$ cat config.mk
export PLATFORM = sky130hd
export DESIGN_NAME = i2c_target_regfile
export DESIGN_NICKNAME = d
export VERILOG_FILES = /design/src/rtl/i2c_target_regfile.sv
export SDC_FILE = /design/constraint.sdc
export NUM_CORES = 1
export LEC_CHECK = 0
export CAP_MARGIN = 20
export CORE_MARGIN = 2
export CORE_UTILIZATION = 65
export CTS_BUF_LIST = sky130_fd_sc_hd__clkbuf_4 sky130_fd_sc_hd__clkbuf_8 sky130_fd_sc_hd__clkbuf_16
export CTS_CLUSTER_SIZE = 30
export DETAILED_ROUTE_END_ITERATION = 10
export PLACE_DENSITY = 0.85
export SLEW_MARGIN = 20
export SYNTH_ARGS = -nofsm -noshare
export SYNTH_HDL_FRONTEND = slang
export SYNTH_SLANG_ARGS = --single-unit
$ cat constraint.sdc
create_clock -name wb_clk_i -period 4.98 [get_ports wb_clk_i]
set_clock_uncertainty 0.15 [all_clocks]
set_input_delay 0.996 -clock wb_clk_i [delete_from_list [all_inputs] [get_ports wb_clk_i]]
set_output_delay 0.996 -clock wb_clk_i [all_outputs]
set_load 0.005 [all_outputs]
$ cat src/rtl/i2c_target_regfile.sv
// I2C target responder with an 8-byte register file.
// Bus pins are oversampled in the system clock domain. Writes are pointer-then-data
// with auto-increment. Reads return mem[ptr] and auto-increment on each master ACK.
// A local host port reads combinationally and writes synchronously.
module i2c_target_regfile #(
    parameter logic [6:0] SLV_ADR = 7'h2A
) (
    input  logic       wb_clk_i,
    input  logic       wb_rst_i,
    input  logic       scl_pad_i,
    output logic       scl_pad_o,
    output logic       scl_padoen_o,
    input  logic       sda_pad_i,
    output logic       sda_pad_o,
    output logic       sda_padoen_o,
    input  logic [2:0] lcl_adr_i,
    output logic [7:0] lcl_dat_o,
    input  logic       lcl_we_i,
    input  logic [7:0] lcl_dat_i,
    output logic       busy_o,
    output logic       wr_evt_o
);

    typedef enum logic [3:0] {
        ST_IDLE,
        ST_ADDR,
        ST_ADDR_ACK,
        ST_PTR,
        ST_PTR_ACK,
        ST_WDATA,
        ST_WDATA_ACK,
        ST_RDATA,
        ST_RDATA_ACK,
        ST_WAIT
    } state_t;

    // Synchronizer chain: two metastability stages plus a previous-value stage.
    logic [1:0] scl_sync_reg;
    logic [1:0] sda_sync_reg;
    logic       scl_prev_reg;
    logic       sda_prev_reg;

    logic scl_s;
    logic sda_s;
    logic scl_rise;
    logic scl_fall;
    logic start_det;
    logic stop_det;
    logic [7:0] rx_byte;

    state_t     state_reg, state_next;
    logic [3:0] bit_cnt_reg, bit_cnt_next;
    logic [7:0] shift_reg, shift_next;
    logic [2:0] ptr_reg, ptr_next;
    logic       rw_reg, rw_next;
    logic       sda_oen_reg, sda_oen_next;
    logic       busy_reg, busy_next;
    logic       wr_evt_reg, wr_evt_next;

    logic       mem_we;
    logic [7:0] mem_wdata;
    logic [7:0] mem_word [8];

    // No clock stretching and open-drain SDA: only the enable ever moves.
    assign scl_pad_o    = 1'b0;
    assign scl_padoen_o = 1'b1;
    assign sda_pad_o    = 1'b0;
    assign sda_padoen_o = sda_oen_reg;
    assign busy_o       = busy_reg;
    assign wr_evt_o     = wr_evt_reg;
    assign lcl_dat_o    = mem_word[lcl_adr_i];

    // Pin synchronizers; left free-running through reset so that they track the real
    // bus and no false edge (or false START) is seen when reset is released.
    always_ff @(posedge wb_clk_i) begin
        scl_sync_reg <= {scl_sync_reg[0], scl_pad_i};
        sda_sync_reg <= {sda_sync_reg[0], sda_pad_i};
        scl_prev_reg <= scl_sync_reg[1];
        sda_prev_reg <= sda_sync_reg[1];
    end

    assign scl_s     = scl_sync_reg[1];
    assign sda_s     = sda_sync_reg[1];
    assign scl_rise  = scl_s & ~scl_prev_reg;
    assign scl_fall  = ~scl_s & scl_prev_reg;
    // SCL must be high in both the current and previous sample for a bus condition.
    assign start_det = scl_s & scl_prev_reg & sda_prev_reg & ~sda_s;
    assign stop_det  = scl_s & scl_prev_reg & ~sda_prev_reg & sda_s;
    assign rx_byte   = {shift_reg[6:0], sda_s};

    // Protocol state register.
    always_ff @(posedge wb_clk_i) begin
        if (wb_rst_i) begin
            state_reg   <= ST_IDLE;
            bit_cnt_reg <= 4'd0;
            shift_reg   <= 8'd0;
            ptr_reg     <= 3'd0;
            rw_reg      <= 1'b0;
            sda_oen_reg <= 1'b1;
            busy_reg    <= 1'b0;
            wr_evt_reg  <= 1'b0;
        end else begin
            state_reg   <= state_next;
            bit_cnt_reg <= bit_cnt_next;
            shift_reg   <= shift_next;
            ptr_reg     <= ptr_next;
            rw_reg      <= rw_next;
            sda_oen_reg <= sda_oen_next;
            busy_reg    <= busy_next;
            wr_evt_reg  <= wr_evt_next;
        end
    end

    // Next-state logic: START/STOP take priority over bit events. In the ACK states
    // sda_oen_reg tells the first SCL fall (begin ACK drive) from the second (end ACK).
    always_comb begin
        state_next   = state_reg;
        bit_cnt_next = bit_cnt_reg;
        shift_next   = shift_reg;
        ptr_next     = ptr_reg;
        rw_next      = rw_reg;
        sda_oen_next = sda_oen_reg;
        busy_next    = busy_reg;
        wr_evt_next  = 1'b0;
        mem_we       = 1'b0;
        mem_wdata    = rx_byte;

        if (start_det) begin
            state_next   = ST_ADDR;
            bit_cnt_next = 4'd0;
            sda_oen_next = 1'b1;
        end else if (stop_det) begin
            state_next   = ST_IDLE;
            sda_oen_next = 1'b1;
            busy_next    = 1'b0;
        end else begin
            case (state_reg)
                ST_ADDR: begin
                    if (scl_rise) begin
                        shift_next   = rx_byte;
                        bit_cnt_next = bit_cnt_reg + 4'd1;
                        if (bit_cnt_reg == 4'd7) begin
                            bit_cnt_next = 4'd0;
                            if (rx_byte[7:1] == SLV_ADR) begin
                                state_next = ST_ADDR_ACK;
                                rw_next    = rx_byte[0];
                            end else begin
                                state_next = ST_WAIT;
                                busy_next  = 1'b0;
                            end
                        end
                    end
                end
                ST_ADDR_ACK: begin
                    if (scl_fall) begin
                        if (sda_oen_reg) begin
                            sda_oen_next = 1'b0;
                            busy_next    = 1'b1;
                        end else if (rw_reg) begin
                            state_next   = ST_RDATA;
                            shift_next   = mem_word[ptr_reg];
                            sda_oen_next = mem_word[ptr_reg][7];
                            bit_cnt_next = 4'd1;
                        end else begin
                            state_next   = ST_PTR;
                            sda_oen_next = 1'b1;
                            bit_cnt_next = 4'd0;
                        end
                    end
                end
                ST_PTR: begin
                    if (scl_rise) begin
                        shift_next   = rx_byte;
                        bit_cnt_next = bit_cnt_reg + 4'd1;
                        if (bit_cnt_reg == 4'd7) begin
                            bit_cnt_next = 4'd0;
                            ptr_next     = rx_byte[2:0];
                            state_next   = ST_PTR_ACK;
                        end
                    end
                end
                ST_WDATA: begin
                    if (scl_rise) begin
                        shift_next   = rx_byte;
                        bit_cnt_next = bit_cnt_reg + 4'd1;
                        if (bit_cnt_reg == 4'd7) begin
                            bit_cnt_next = 4'd0;
                            mem_we       = 1'b1;
                            wr_evt_next  = 1'b1;
                            ptr_next     = ptr_reg + 3'd1;
                            state_next   = ST_WDATA_ACK;
                        end
                    end
                end
                ST_PTR_ACK, ST_WDATA_ACK: begin
                    if (scl_fall) begin
                        if (sda_oen_reg) begin
                            sda_oen_next = 1'b0;
                        end else begin
                            state_next   = ST_WDATA;
                            sda_oen_next = 1'b1;
                            bit_cnt_next = 4'd0;
                        end
                    end
                end
                ST_RDATA: begin
                    if (scl_fall) begin
                        if (bit_cnt_reg == 4'd8) begin
                            state_next   = ST_RDATA_ACK;
                            sda_oen_next = 1'b1;
                        end else begin
                            sda_oen_next = shift_reg[6];
                            shift_next   = {shift_reg[6:0], 1'b0};
                            bit_cnt_next = bit_cnt_reg + 4'd1;
                        end
                    end
                end
                ST_RDATA_ACK: begin
                    if (scl_rise && bit_cnt_reg == 4'd8) begin
                        if (!sda_s) begin
                            ptr_next     = ptr_reg + 3'd1;
                            bit_cnt_next = 4'd9;
                        end else begin
                            state_next   = ST_WAIT;
                            sda_oen_next = 1'b1;
                        end
                    end else if (scl_fall && bit_cnt_reg == 4'd9) begin
                        state_next   = ST_RDATA;
                        shift_next   = mem_word[ptr_reg];
                        sda_oen_next = mem_word[ptr_reg][7];
                        bit_cnt_next = 4'd1;
                    end
                end
                default: begin
                    // IDLE and WAIT only react to START/STOP.
                end
            endcase
        end
    end

    // Register file: one byte register per index; the I2C write wins a same-index collision.
    genvar gi;
    generate
        for (gi = 0; gi < 8; gi++) begin : g_mem
            localparam logic [2:0] IDX = 3'(gi);
            logic [7:0] byte_reg;

            // Byte storage with reset clear, I2C write first, local write second.
            always_ff @(posedge wb_clk_i) begin
                if (wb_rst_i) begin
                    byte_reg <= 8'd0;
                end else if (mem_we && ptr_reg == IDX) begin
                    byte_reg <= mem_wdata;
                end else if (lcl_we_i && lcl_adr_i == IDX) begin
                    byte_reg <= lcl_dat_i;
                end
            end

            assign mem_word[gi] = byte_reg;
        end
    endgenerate

endmodule

# Word level (Yosys, flattened, before mapping)

Cells that the tools add are included.
Widths: inputs -> output; s select.

Bitwise operators: 15
Muxes and demuxes: 94
$lt $le $gt $ge: 2
Add/sub/neg operators: 2
Reductions and logical operators: 47
Equal/unequal tests: 67

Operator list:

| kind               | count |
|---|---|
| $mux 8             | 20 |
| $mux 4             | 27 |
| $mux 7             | 8 |
| $bmux 8 s3         | 2 |
| $ne 4x4->1 const B | 12 |
| $ne 2x2->1 const B | 18 |
| $reduce_and 15->1  | 2 |
| $pmux 4 s7         | 1 |
| $pmux 7 s4         | 1 |
| $eq 3x3->1 const B | 8 |
| $mux 1             | 24 |
| $ne 3x3->1 const B | 8 |
| $reduce_and 11->1  | 2 |
| $mux 3             | 7 |
| $eq 4x3->1 const B | 5 |
| $pmux 4 s5         | 1 |
| $logic_and 1x1->1  | 18 |
| $reduce_bool 2->1  | 8 |
| $eq 3x2->1 const B | 4 |
| $eq 4x4->1 const B | 3 |
| $reduce_and 6->1   | 2 |
| $ne 5x5->1 const B | 2 |
| $pmux 3 s3         | 1 |
| $reduce_and 9->1   | 1 |
| 22 further kinds   | 42 |

Input bits: 16
Output and inout bits: 14
Register bits: 92

# Logic depth before layout (Yosys ltp)

Depth in word-level cells: 8
Mapped depth: 8

# Worst setup path after synthesis

No wires, ideal clock.

Kind: input-to-output
Start: input port lcl_adr_i[1]
End: output port lcl_dat_o[0]
Required time: 3.834 ns
Cell stages on the path: 4
Slack: 1.586 ns
Arrival: 2.248 ns
Cells stage by stage: buf_1 clkbuf_1 mux4_2 mux2_2

Cells in the longest elaborated chain, start to end: 4

Ends and longest elaborated chain:

| item                                      | RTL line | source |
|---|---|---|
| from (decl)                               | 16       | `input logic [2:0] lcl_adr_i,` |
| $not 3->4 (not written as such)           | 71       | `assign lcl_dat_o = mem_word[lcl_adr_i];` |
| $bmux 8 s3                                | 71       |  |
| $mux 8 (not written as such) (2 in a row) | 71       |  |
| to (decl)                                 | 17       | `output logic [7:0] lcl_dat_o,` |

No other way between the ends. The select of a mux whose other input is x is not followed.

# Worst setup path in the final report

Start: input port lcl_adr_i[0]
End: output port lcl_dat_o[6]

Same word-level chain as after synthesis.

==> results.json <==
{
  "max_freq_ghz": 0.2336,
  "post_synth.cell_area_avg_um2": 9.531,
  "ys_dominant_reg_cell": "sky130_fd_sc_hd__dfxtp_1",
  "clock_tree.root_cell": "sky130_fd_sc_hd__clkbuf_8",
  "firstDrtPassIters": 5,
  "overflow_after_grt": 0,
  "rr_startpoint": "state_reg[2]$_SDFFE_PP0P_",
  "final_period_minus_worst_setup_slack_ns": 4.281,
  "number_of_enable_type_register_cells_in_the_synthesized_netlist": 0,
  "via_count": 5130,
  "max_slew_margin_pct": 27.46,
  "maximum_number_of_pins_on_one_net_before_global_route_repair": 40,
  "cts.sink_count": 92,
  "wire_length_per_cell_um": 22.63,
  "crit_path_cell_trace": "clkdlybuf4s50_1 > buf_4 > mux4_2 > mux2_2 > clkdlybuf4s50_1",
  "finalWeightedCongestion": 0.9428,
  "library_cell_with_the_largest_summed_area_after_synthesis": "sky130_fd_sc_hd__dfxtp_1",
  "port_buffers": 26,
  "ioPinCount": 30,
  "rsz0062_at_grt": "false",
  "drt-vias-per-instance": 7.246,
  "antenna_found_initial": 0,
  "hold_slack_ns": 0.1905,
  "clk-insertion-delay-late_ns": 0.37,
  "cts-resized-gates": 0,
  "drt_total_wl_um": 16020,
  "final-hold-violation-count": 0,
  "max_ffs_per_register": 64,
  "worstSetupStartpoint": "lcl_adr_i[0]",
  "post_cts_buffers": 0,
  "worstPathMaxFanout": 24,
  "coreArea_um2": 8721,
  "maxSlewViolCount": 0,
  "hold_path_class": "flop to flop",
  "placement.cell_area_um2": 6038,
  "route.detailed.drc": 0,
  "layout.cells.non_filler": 708,
  "finalCritPeriodShare_pct": 85.97,
  "clockBufferDepth": 2,
  "dpl_worst_slack_ns": 0.7080,
  "initial_core_util_pct": 67.22,
  "cts_hold_buf": 0,
  "path_clk_slew_ns": 0.09,
  "areaGrowthSynthToFinish_pct": 6.446,
  "cp_data_arrival_time_ns": 3.14,
  "grt_pass1_vias": 4895,
  "most_common_library_cell_in_the_layout_ignoring_fill_and_taps": "sky130_fd_sc_hd__dfxtp_1",
  "rr_endpoint": "g_mem[5].byte_reg[1]$_SDFFE_PP0P_",
  "hold_path_end": "sda_sync_reg[1]$_DFF_P_",
  "tritoncts_clock_tree": "yes",
  "post_route_cells_drive_above_1_share_pct": 13.33,
  "power_density_nw_per_um2": 228.7,
  "synth.top_cell.area_share_pct": 31.42,
  "floorplan.die_area_um2": 9794,
  "fin_ws_ns": 0.6987,
  "syn_area_um2": 5862,
  "irDropWorstVdd_mv": 0.1557,
  "die_height_um": 98.97,
  "postSynth.asyncResetShare_pct": 0,
  "unique_masters_post_synth": 71,
  "worstPathRequired_ns": 3.83,
  "final_setup_violating_endpoints": 0,
  "fillers": 613,
  "die_width_um": 98.97,
  "antenna_cells": 0,
  "synthTopCellsByArea": "sky130_fd_sc_hd__dfxtp_1, sky130_fd_sc_hd__mux4_2, sky130_fd_sc_hd__mux2i_1",
  "setup_tns_ns": 0,
  "critPathMaxStageDelay_ns": 0.57,
  "whs_path_depth": 0,
  "mostFrequentLayoutCells": "sky130_fd_sc_hd__dfxtp_1, sky130_fd_sc_hd__nor2_1, sky130_fd_sc_hd__mux2i_1, sky130_fd_sc_hd__a211oi_1, sky130_fd_sc_hd__mux4_2",
  "total_power_mw": 1.427,
  "min-delay-start": "sda_sync_reg[0]$_DFF_P_",
  "drtIter0Drc": 472,
  "rrSetupSlack_ns": 2.05,
  "placed_cells_incl_taps": 692,
  "cts_inserted_buffers": 9,
  "yosysWarningCount": 0,
  "ctsHtreeMaxLevel": 3,
  "post_route_standard_cell_area_excluding_fillers_um2": 6240,
  "cap_violations": 0,
  "run_status": "finished, final reports clean",
  "nets": 620,
  "power.leakage_nw": 2.315,
  "synth.ff_latch_count": 92,
  "sum_of_net_half_perimeters_after_detailed_placement_um": 10710,
  "ant_nets": 0,
  "post-route-util_pct": 71.55,
  "mapped_cells": 615,
  "grt.total_usage_pct": 32.92,
  "synth-seq-area-share_pct": 31.42,
  "critPathSlowestCell": "sky130_fd_sc_hd__mux4_2",
  "end_kind": "output port",
  "worst-r2r-cell-count": 4,
  "placementRows": 34,
  "startpoint_type": "input pin",
  "worst-setup-path-type": "input pin to output port",
  "timing_worst_slew_pin_value_ns": 1.083,
  "grt_pass1_wl_um": 25500,
  "timing.critical_path.mode_cell": "sky130_fd_sc_hd__clkdlybuf4s50_1"
}
## synthesized netlist by cell type (3+ instances only)
cell and number:
sky130_fd_sc_hd__clkbuf_1 34, sky130_fd_sc_hd__dfxtp_1 92, sky130_fd_sc_hd__buf_2 14, sky130_fd_sc_hd__o31ai_1 4, sky130_fd_sc_hd__mux4_2 32, sky130_fd_sc_hd__a211oi_1 67, sky130_fd_sc_hd__o21ai_0 7, sky130_fd_sc_hd__ha_1 9
sky130_fd_sc_hd__nand2b_1 7, sky130_fd_sc_hd__mux2i_1 68, sky130_fd_sc_hd__nand3_1 9, sky130_fd_sc_hd__a31oi_1 3, sky130_fd_sc_hd__nor3_1 7, sky130_fd_sc_hd__nand2_1 27, sky130_fd_sc_hd__nand3b_1 5, sky130_fd_sc_hd__nor2b_1 7
sky130_fd_sc_hd__mux2_2 10, sky130_fd_sc_hd__inv_1 9, sky130_fd_sc_hd__a21oi_1 29, sky130_fd_sc_hd__and3b_1 3, sky130_fd_sc_hd__nor2_1 73, sky130_fd_sc_hd__buf_1 13, sky130_fd_sc_hd__buf_4 3, sky130_fd_sc_hd__nand4b_1 6
sky130_fd_sc_hd__o2bb2ai_1 7, sky130_fd_sc_hd__o21bai_1 5, sky130_fd_sc_hd__nor3_2 3, sky130_fd_sc_hd__nand4_1 5, sky130_fd_sc_hd__nor3b_1 3, sky130_fd_sc_hd__o32ai_1 3
## power by group
group	leakage, nW	internal, mW	switching (mW)
Sequential	0.746	0.750	0.0167
Combinational	1.48	0.0593	0.0701
Clock	0.0929	0.241	0.289
## routing by layer
layer	track usage, %	part of all wire (%)	vias to the layer above
met5	0	0	-
met3	7.234	9.7	40
met1	45.54	40	2482
li1	-	-	2283
met2	50.16	47	325
met4	13.80	2.4	0
## how the worst max path moves through the flow
stage              endpoint  slack [ns]  depth (start not counted)
2_1_floorplan  lcl_dat_o[0]        1.59                          4
3_3_place_gp   lcl_dat_o[5]        0.75                          5
3_5_place_dp   lcl_dat_o[6]        0.71                          5
4_1_cts        lcl_dat_o[6]        0.69                          5
5_1_grt        lcl_dat_o[6]        0.62                          5
6_report       lcl_dat_o[6]        0.70                          5
## final cells by class
class,instances,area [µm²],area share (%)
Tap cell,108,135.1,2.166
Multi-Input combinational cell,449,3716,59.55
Sequential cell,92,1842,29.52
Clock inverter,6,70.07,1.123
Inverter,10,37.54,0.6016
Clock buffer,10,131.4,2.105
Timing Repair Buffer,33,307.8,4.933
## worst max-delay path, delay by kind of cell
family                 cells  cell delay [ns]
buffers and inverters      3             1.28
multiplexers               2             0.85
## kinds of logic (layout without fill, tap and decap cells)
logic type | after synthesis | count (layout) | share of synthesized area (%)
simple gates | 174 | 174 | 15.60
compound gates | 152 | 152 | 19.53
mux | 110 | 110 | 25.83
flops | 92 | 92 | 31.42
buf+inv | 75 | 59 | 5.421
fa+ha+maj | 9 | 9 | 1.921
other cells | 2 | 3 | 0.1281
xor+xnor | 1 | 1 | 0.1494
No activity file was read; power rests on OpenSTA's default activity.
